==> src/rtl/tlul_pkg.sv <==
// TL-UL channel structures and opcode constants shared by hosts and devices.
// Bus is 32-bit data, 32-bit address, 8-bit source.
package tlul_pkg;

   localparam int AddrW = 32;
   localparam int DataW = 32;
   localparam int MaskW = DataW / 8;
   localparam int SrcW  = 8;
   localparam int UserW = 16;

   localparam logic [2:0] PutFullData    = 3'h0;
   localparam logic [2:0] PutPartialData = 3'h1;
   localparam logic [2:0] Get            = 3'h4;

   localparam logic [2:0] AccessAck      = 3'h0;
   localparam logic [2:0] AccessAckData  = 3'h1;

   typedef struct packed {
      logic             a_valid;
      logic [2:0]       a_opcode;
      logic [2:0]       a_param;
      logic [1:0]       a_size;
      logic [SrcW-1:0]  a_source;
      logic [AddrW-1:0] a_address;
      logic [MaskW-1:0] a_mask;
      logic [DataW-1:0] a_data;
      logic [UserW-1:0] a_user;
      logic             d_ready;
   } tl_h2d_t;

   typedef struct packed {
      logic             d_valid;
      logic [2:0]       d_opcode;
      logic [2:0]       d_param;
      logic [1:0]       d_size;
      logic [SrcW-1:0]  d_source;
      logic             d_sink;
      logic [DataW-1:0] d_data;
      logic [UserW-1:0] d_user;
      logic             d_error;
      logic             a_ready;
   } tl_d2h_t;

endpackage

==> src/rtl/tlul_host_bridge.sv <==
// Core req/gnt memory port to TL-UL host bridge: one registered A beat,
// in-order D responses reported one cycle after the beat, tag/opcode checks.
module tlul_host_bridge #(
   parameter int MaxOutstanding = 2
) (
   input  logic                 clock,
   input  logic                 reset,
   input  logic                 req_i,
   output logic                 gnt_o,
   input  logic                 we_i,
   input  logic [31:0]          addr_i,
   input  logic [31:0]          wdata_i,
   input  logic [3:0]           be_i,
   output logic                 rvalid_o,
   output logic [31:0]          rdata_o,
   output logic                 err_o,
   output tlul_pkg::tl_h2d_t    tl_h_o,
   input  tlul_pkg::tl_d2h_t    tl_h_i
);

   localparam int TagW = (MaxOutstanding > 1) ? $clog2(MaxOutstanding) : 1;
   localparam int CntW = $clog2(MaxOutstanding + 1);
   localparam int SrcW = tlul_pkg::SrcW;
   localparam logic [CntW-1:0] CntMax  = CntW'(MaxOutstanding);
   localparam logic [TagW-1:0] TagLast = TagW'(MaxOutstanding - 1);

   function automatic logic [TagW-1:0] tag_inc(input logic [TagW-1:0] t);
      return (t == TagLast) ? '0 : t + TagW'(1);
   endfunction

   // A-channel holding register
   logic        a_valid_q;
   logic [2:0]  a_opcode_q;
   logic [29:0] a_word_q;
   logic [3:0]  a_mask_q;
   logic [31:0] a_data_q;
   logic [TagW-1:0] a_source_q;

   // Transaction tracking
   logic [CntW-1:0]           out_cnt_q;
   logic [TagW-1:0]           issue_tag_q;
   logic [TagW-1:0]           exp_tag_q;
   logic [MaxOutstanding-1:0] we_q;

   // Response register
   logic        rvalid_q;
   logic [31:0] rdata_q;
   logic        err_q;

   logic        cnt_ok;
   logic        a_free;
   logic        d_resp;
   logic [2:0]  a_opcode_d;
   logic [3:0]  a_mask_d;
   logic [31:0] a_data_d;
   logic [SrcW-1:0] exp_src;
   logic [2:0]  exp_opcode;
   logic        resp_err;
   logic [31:0] resp_data;

   // Handshakes: a core request is taken when req_i && gnt_o in the same
   // cycle; an A beat completes when a_valid && a_ready are both sampled
   // high; every D beat is accepted because d_ready is constantly 1.
   assign cnt_ok = (out_cnt_q < CntMax);
   assign a_free = !a_valid_q || tl_h_i.a_ready;
   assign gnt_o  = !reset && req_i && cnt_ok && a_free;

   // Spurious D beats (nothing outstanding) are dropped entirely.
   assign d_resp = tl_h_i.d_valid && (out_cnt_q != '0);

   always_comb begin
      a_opcode_d = tlul_pkg::Get;
      a_mask_d   = 4'hF;
      a_data_d   = '0;
      if (we_i) begin
         a_data_d = wdata_i;
         if (be_i == 4'hF) begin
            a_opcode_d = tlul_pkg::PutFullData;
         end else begin
            a_opcode_d = tlul_pkg::PutPartialData;
            a_mask_d   = be_i;
         end
      end
   end

   always_comb begin
      exp_src    = {{(SrcW - TagW){1'b0}}, exp_tag_q};
      exp_opcode = we_q[exp_tag_q] ? tlul_pkg::AccessAck : tlul_pkg::AccessAckData;
      resp_err   = tl_h_i.d_error
                 || (tl_h_i.d_source != exp_src)
                 || (tl_h_i.d_opcode != exp_opcode);
      resp_data  = (tl_h_i.d_opcode == tlul_pkg::AccessAckData) ? tl_h_i.d_data : '0;
   end

   always_ff @(posedge clock) begin
      if (reset) begin
         a_valid_q  <= 1'b0;
         a_opcode_q <= '0;
         a_word_q   <= '0;
         a_mask_q   <= '0;
         a_data_q   <= '0;
         a_source_q <= '0;
      end else if (gnt_o) begin
         a_valid_q  <= 1'b1;
         a_opcode_q <= a_opcode_d;
         a_word_q   <= addr_i[31:2];
         a_mask_q   <= a_mask_d;
         a_data_q   <= a_data_d;
         a_source_q <= issue_tag_q;
      end else if (tl_h_i.a_ready) begin
         a_valid_q  <= 1'b0;
      end
   end

   always_ff @(posedge clock) begin
      if (reset) begin
         issue_tag_q <= '0;
         we_q        <= '0;
      end else if (gnt_o) begin
         issue_tag_q       <= tag_inc(issue_tag_q);
         we_q[issue_tag_q] <= we_i;
      end
   end

   // Grant and response in the same cycle leave the count unchanged.
   always_ff @(posedge clock) begin
      if (reset) begin
         out_cnt_q <= '0;
      end else begin
         case ({gnt_o, d_resp})
            2'b10:   out_cnt_q <= out_cnt_q + CntW'(1);
            2'b01:   out_cnt_q <= out_cnt_q - CntW'(1);
            default: out_cnt_q <= out_cnt_q;
         endcase
      end
   end

   always_ff @(posedge clock) begin
      if (reset) begin
         exp_tag_q <= '0;
         rvalid_q  <= 1'b0;
         rdata_q   <= '0;
         err_q     <= 1'b0;
      end else begin
         rvalid_q <= d_resp;
         rdata_q  <= d_resp ? resp_data : '0;
         err_q    <= d_resp && resp_err;
         if (d_resp) begin
            exp_tag_q <= tag_inc(exp_tag_q);
         end
      end
   end

   assign rvalid_o = rvalid_q;
   assign rdata_o  = rdata_q;
   assign err_o    = err_q;

   always_comb begin
      tl_h_o           = '0;
      tl_h_o.a_valid   = a_valid_q;
      tl_h_o.a_opcode  = a_opcode_q;
      tl_h_o.a_param   = 3'h0;
      tl_h_o.a_size    = 2'd2;
      tl_h_o.a_source  = {{(SrcW - TagW){1'b0}}, a_source_q};
      tl_h_o.a_address = {a_word_q, 2'b00};
      tl_h_o.a_mask    = a_mask_q;
      tl_h_o.a_data    = a_data_q;
      tl_h_o.a_user    = '0;
      tl_h_o.d_ready   = 1'b1;
   end

   logic unused_inputs;
   assign unused_inputs = ^{addr_i[1:0], tl_h_i.d_param, tl_h_i.d_size,
                            tl_h_i.d_sink, tl_h_i.d_user};

endmodule

==> config.mk <==
export PLATFORM = sky130hd
export DESIGN_NAME = tlul_host_bridge
export DESIGN_NICKNAME = d
export VERILOG_FILES = /design/src/rtl/tlul_pkg.sv /design/src/rtl/tlul_host_bridge.sv
export SDC_FILE = /design/constraint.sdc
export NUM_CORES = 1
export LEC_CHECK = 0
export BUFFER_PORTS_ARGS = -buffer_cell sky130_fd_sc_hd__buf_2
export CELL_PAD_IN_SITES_DETAIL_PLACEMENT = 1
export CELL_PAD_IN_SITES_GLOBAL_PLACEMENT = 1
export CORE_MARGIN = 2
export CORE_UTILIZATION = 32
export CTS_CLUSTER_DIAMETER = 30
export DETAILED_ROUTE_END_ITERATION = 10
export PLACE_DENSITY_LB_ADDON = 0.15
export SLEW_MARGIN = 20
export SYNTH_ARGS = -nofsm -noshare
export SYNTH_HDL_FRONTEND = slang
export SYNTH_SLANG_ARGS = --single-unit
==> constraint.sdc <==
create_clock -name clock -period 4.4 [get_ports clock]
set_clock_uncertainty 0.2 [all_clocks]
set_input_delay 0.88 -clock clock [delete_from_list [all_inputs] [get_ports clock]]
set_output_delay 0.88 -clock clock [all_outputs]
set_load 0.05 [all_outputs]
# --- After elaboration in Yosys (flattened, before gate mapping) ---
# Cells that the tools add are included.
op_classes:
  add_sub_neg: 4
  n_lt_le_gt_ge: 4
  eq_ne: 6
  muxes: 16
  n_bitwise: 2
  reduce_logical: 15
ops:
  columns: ["cell", "n"]
  rows:
  - ["two-way mux 32 bit", 1]
  - ["two-way mux 1 bit", 9]
  - ["two-way mux 4 bit", 2]
  - ["inequality test 8 x 1 -> 1 bit", 1]
  - ["logical AND 1 bit", 6]
  - ["nonzero test 2 bit", 3]
  - ["== test 4 bit, second input constant", 1]
  - ["< comparator 1 x 2 -> 1 bit, second input constant", 2]
  - ["case mux 2 bit (2 select lines)", 1]
  - ["== test 3 x 1 -> 1 bit, second input constant", 1]
  - ["logical OR 1 bit", 3]
  - ["two-way mux 3 bit", 1]
  - ["inequality test 3 x 1 -> 1 bit", 1]
  - ["OR reduction 3 bit", 1]
  - ["adder 1 bit, second input constant", 2]
  - ["adder 2 x 1 -> 2 bit, second input constant", 1]
  - ["bitwise mux 2 bit", 1]
  - ["== test 2 x 1 -> 1 bit, second input constant", 1]
  - ["== test 2 bit, second input constant", 1]
  - ["logical NOT 1 bit", 2]
  - ["< comparator 2 bit, second input constant", 1]
  - ["NOT 1 bit", 2]
  - ["subtractor 2 x 1 -> 2 bit, second input constant", 1]
  - ["demux 1 bit (select 1 bit)", 1]
  - ["greater-or-equal comparator 1 bit, second input constant", 1]
word_totals:
  register_bits: 111
  word_cells: 60

# --- Depth between registers and ports, before layout ---
logic_depth:
  depth_word: 6
  ltp_mapped: 8
  depth_no_buf: 6

# --- Least setup slack after synthesis ---
# OpenSTA, ideal clock, no wires.
synth_path:
  kind: "input to output"
  from: "input tl_h_i[0] in the netlist's numbering"
  to: "output gnt_o"
  arrival_ns: 1.836
  setup_slack_ns: 1.484
  path_stages: 5
  n_path_buf: 2
  path_cell_list: "nor2b_1 buf_6 buf_6 or3_4 inv_1"
synth_via:
  elab_chain_cells: 2
synth_rtl:
  columns: ["item", "line", "rtl"]
  rows:
  - ["start, declared", "tlul_host_bridge.sv:18", "input tlul_pkg::tl_d2h_t tl_h_i"]
  - ["logical OR 1 bit", "tlul_host_bridge.sv:65", "assign a_free = !a_valid_q || tl_h_i.a_ready;"]
  - ["logical AND 1 bit", "tlul_host_bridge.sv:66", "assign gnt_o = !reset && req_i && cnt_ok && a_free;"]
  - ["end, declared", "tlul_host_bridge.sv:9", "output logic gnt_o,"]
# Every way passes these cells.

# --- Final worst setup path ---
# Ends and elaborated chain as after synthesis.

==> metrics.md <==
| Metric | Value |
|---|---|
| Fraction of final layout cells with drive strength greater than 1 | `0.377` |
| First-pass GRT wire length | `20700 um` |
| Power Internal | `1.76 mW` |
| Post-CTS sizing | `0` |
| DIE AREA | `14400 um2` |
| Placed cells | `823` |
| DR vias | `4043` |
| Initial antenna violation count | `0` |
| Setup crit start kind | `primary input` |
| Final setup TNS | `0 ns` |
| Hold_ws | `0.272 ns` |
| Most frequent cells in the layout | `buf_2, dfxtp_1, a21oi_1, o21ai_0, nand4_1` |
| Die X-Extent | `120 um` |
| Leakage | `2.64 nW` |
| Flop pwr share | `0.411` |
| 1st-pass router iterations | `4` |
| Port bufs | `220` |
| Sw Ratio | `0.349` |
| Fin. Hold Viols | `0` |
| Avg Cell Area, Syn | `9.09 um2` |
| #FFs+latches synth | `110` |
| Slew HR | `0.325` |
| Arr. time, crit path | `1.72 ns` |
| Global placement routability congestion | `0.711` |
| Power Total | `2.71 mW` |
| Netlist cell types | `31` |
| Detailed Route Iter0 Violations | `176` |
| Netlist Area Pre-Place | `4300 um2` |
| Clk root buf | `clkbuf_16` |
| Reg-to-reg startpoint | `out_cnt_q[1]$_SDFFE_PP0P_` |
| Instance count of the mapped netlist | `473` |
| DR DRC count | `0` |
| Multi-input logic area | `1670 um2` |
| Slew @ Worst Pin | `1.01 ns` |
| Ports | `277` |
| Wire per inst | `15.8 um` |
| Clk buf depth | `2` |
| Max capacitance violation total | `0` |
| ANT cells | `0` |
| HPWL after DPL | `8860 um` |
| Sw Pwr | `0.944 mW` |
| Post-CTS Hold Fix Bufs | `0` |
| Post-CTS Setup Bufs | `0` |
| Initial Util | `0.326` |
| Crit share post-route | `0.636` |
| Synth-to-layout area growth | `30.0%` |
| Period minus WS final | `2.80 ns` |
| Die height | `120 um` |
| Cts bufs inserted | `9` |
| Fmax | `0.357 GHz` |
| Overall routed net length | `13300 um` |
| Worst setup startpoint | `tl_h_i[0]` |
| Commonest non-fill, non-tap cell in the layout | `buf_2` |
| Register area share after synthesis | `0.512` |
| Post-synth top area share | `0.512` |
| CP Class | `primary input to output pin` |
| TritonCTS clock tree | `built` |
| Comb pwr share | `0.256` |
| CP required | `3.32 ns` |
| Clk_lat worst skew | `0.35 ns` |
| Setup Viol. Count Final | `0` |
| Total Nets Final | `799` |
| Rows | `42` |
| Register area | `2200 um2` |
| Pwr dens | `484 nW/um2` |
| CP Max Fanout | `2` |
| Worst min path class | `register to register` |
| Vias per cell | `4.82` |
| Core area | `13200 um2` |
| Hold_sp | `we_q[0]$_SDFFE_PP0P_` |
| CP Capture Type | `output pin` |
| Routed Antenna Nets | `0` |
| Area contributors post-synth | `dfxtp_1, a21oi_1, o21ai_0` |
| H-Tree Depth | `3` |
| Status | `finished, final reports clean` |
| Total GRT Usage | `0.180` |
| Total gr overflow | `0` |
| Fin. max-slew vios | `0` |
| Syn. warnings | `0` |
| Pin count of the biggest net entering global routing | `79` |
| Worst-path clk slew | `0.07 ns` |
| Filler cells | `1611` |
| Fin cells | `839` |
| Yosys top cell by area | `dfxtp_1` |
| Clk pwr share | `0.332` |
| Clk sinks | `110` |
| RSZ-0062 raised after global routing | `no` |
| Max IR drop VDD | `161 uV` |
| Vias in the first global route | `4069` |
-- state kept, by name, indices dropped and copies added, names as in the netlist --
name	flops
a_opcode_q	2
we_q	2
a_valid_q	1
rdata_o	32
a_word_q	30
err_o	1
out_cnt_q	2
a_source_q	1
issue_tag_q	1
rvalid_o	1
a_mask_q	4
a_data_q	32
exp_tag_q	1
-- critical path, stage by stage --
cell and delay (ns):
buf_2 0.12, nor2b_4 0.05, or3_4 0.36, inv_1 0.05, buf_2 0.26
-- per-layer routing --
metal | track usage | up-vias | share of wire
met3 | 0.0371 | 21 | 0.057
met5 | 0 | - | 0
met1 | 0.211 | 1923 | 0.42
li1 | - | 1960 | -
met4 | 0.0750 | 0 | 0.022
met2 | 0.318 | 139 | 0.50
-- stage by stage --
step	util	worst slack [ns]	instance area, um2
6_report	0.424	1.60	5590
5_1_grt	0.424	1.56	5590
4_1_cts	0.424	1.59	5590
3_5_place_dp	0.399	1.59	5260
3_3_place_gp	0.399	1.59	5260
2_1_floorplan	-	1.48	4410
-- logic make-up after synthesis --
group | after synthesis | synth area share
AO/OA/AOI/OAI | 149 | 0.179
AND/OR/NAND/NOR | 116 | 0.161
flip-flops | 110 | 0.512
buffers and inverters | 89 | 0.131
XOR/XNOR | 5 | 0.0102
other | 2 | 0.00175
adder cells (fa/ha/maj) | 1 | 0.00291
multiplexers | 1 | 0.00233
-- final cells by class --
cell class | instances | share of cell area
Clock buffer | 10 | 0.0427
Clock inverter | 6 | 0.0163
Inverter | 7 | 0.00470
Multi-Input combinational cell | 304 | 0.298
Sequential cell | 110 | 0.394
Tap cell | 176 | 0.0394
Timing Repair Buffer | 226 | 0.205
-- cells in the mapped netlist, drive strengths merged --
library cell  count
ha                1
o21ai            68
nand3            32
and4bb            1
o21a              1
conb              2
nand4            37
or2b              1
xor2              3
a21oi            74
and2             32
nor2              5
nand2b            1
nor2b             2
a311oi            4
dfxtp           110
mux2i             1
inv               7
xnor2             2
or3               3
clkbuf           16
buf              66
o31ai             2
nor4              2
-- path summary, 6_finish.rpt --
kind	endpoint	slack (ns)	cells past startpoint
max reg2reg	a_data_q[30]$_SDFFE_PP0P_	2.26	4
min reg2reg	we_q[0]$_SDFFE_PP0P_	0.27	2
min	we_q[0]$_SDFFE_PP0P_	0.27	2
max	gnt_o	1.60	5
-- power by group through the flow --
stage | sequential, mW | combinational (mW) | clock, mW
4_1_cts | 1.12 | 0.700 | 0.930
3_5_place_dp | 1.14 | 0.698 | 0
2_1_floorplan | 1.35 | 0.338 | 0
3_3_place_gp | 1.13 | 0.684 | 0
5_1_grt | 1.13 | 0.743 | 0.972
6_report | 1.11 | 0.694 | 0.901
Power figures use the tool's default switching activity.
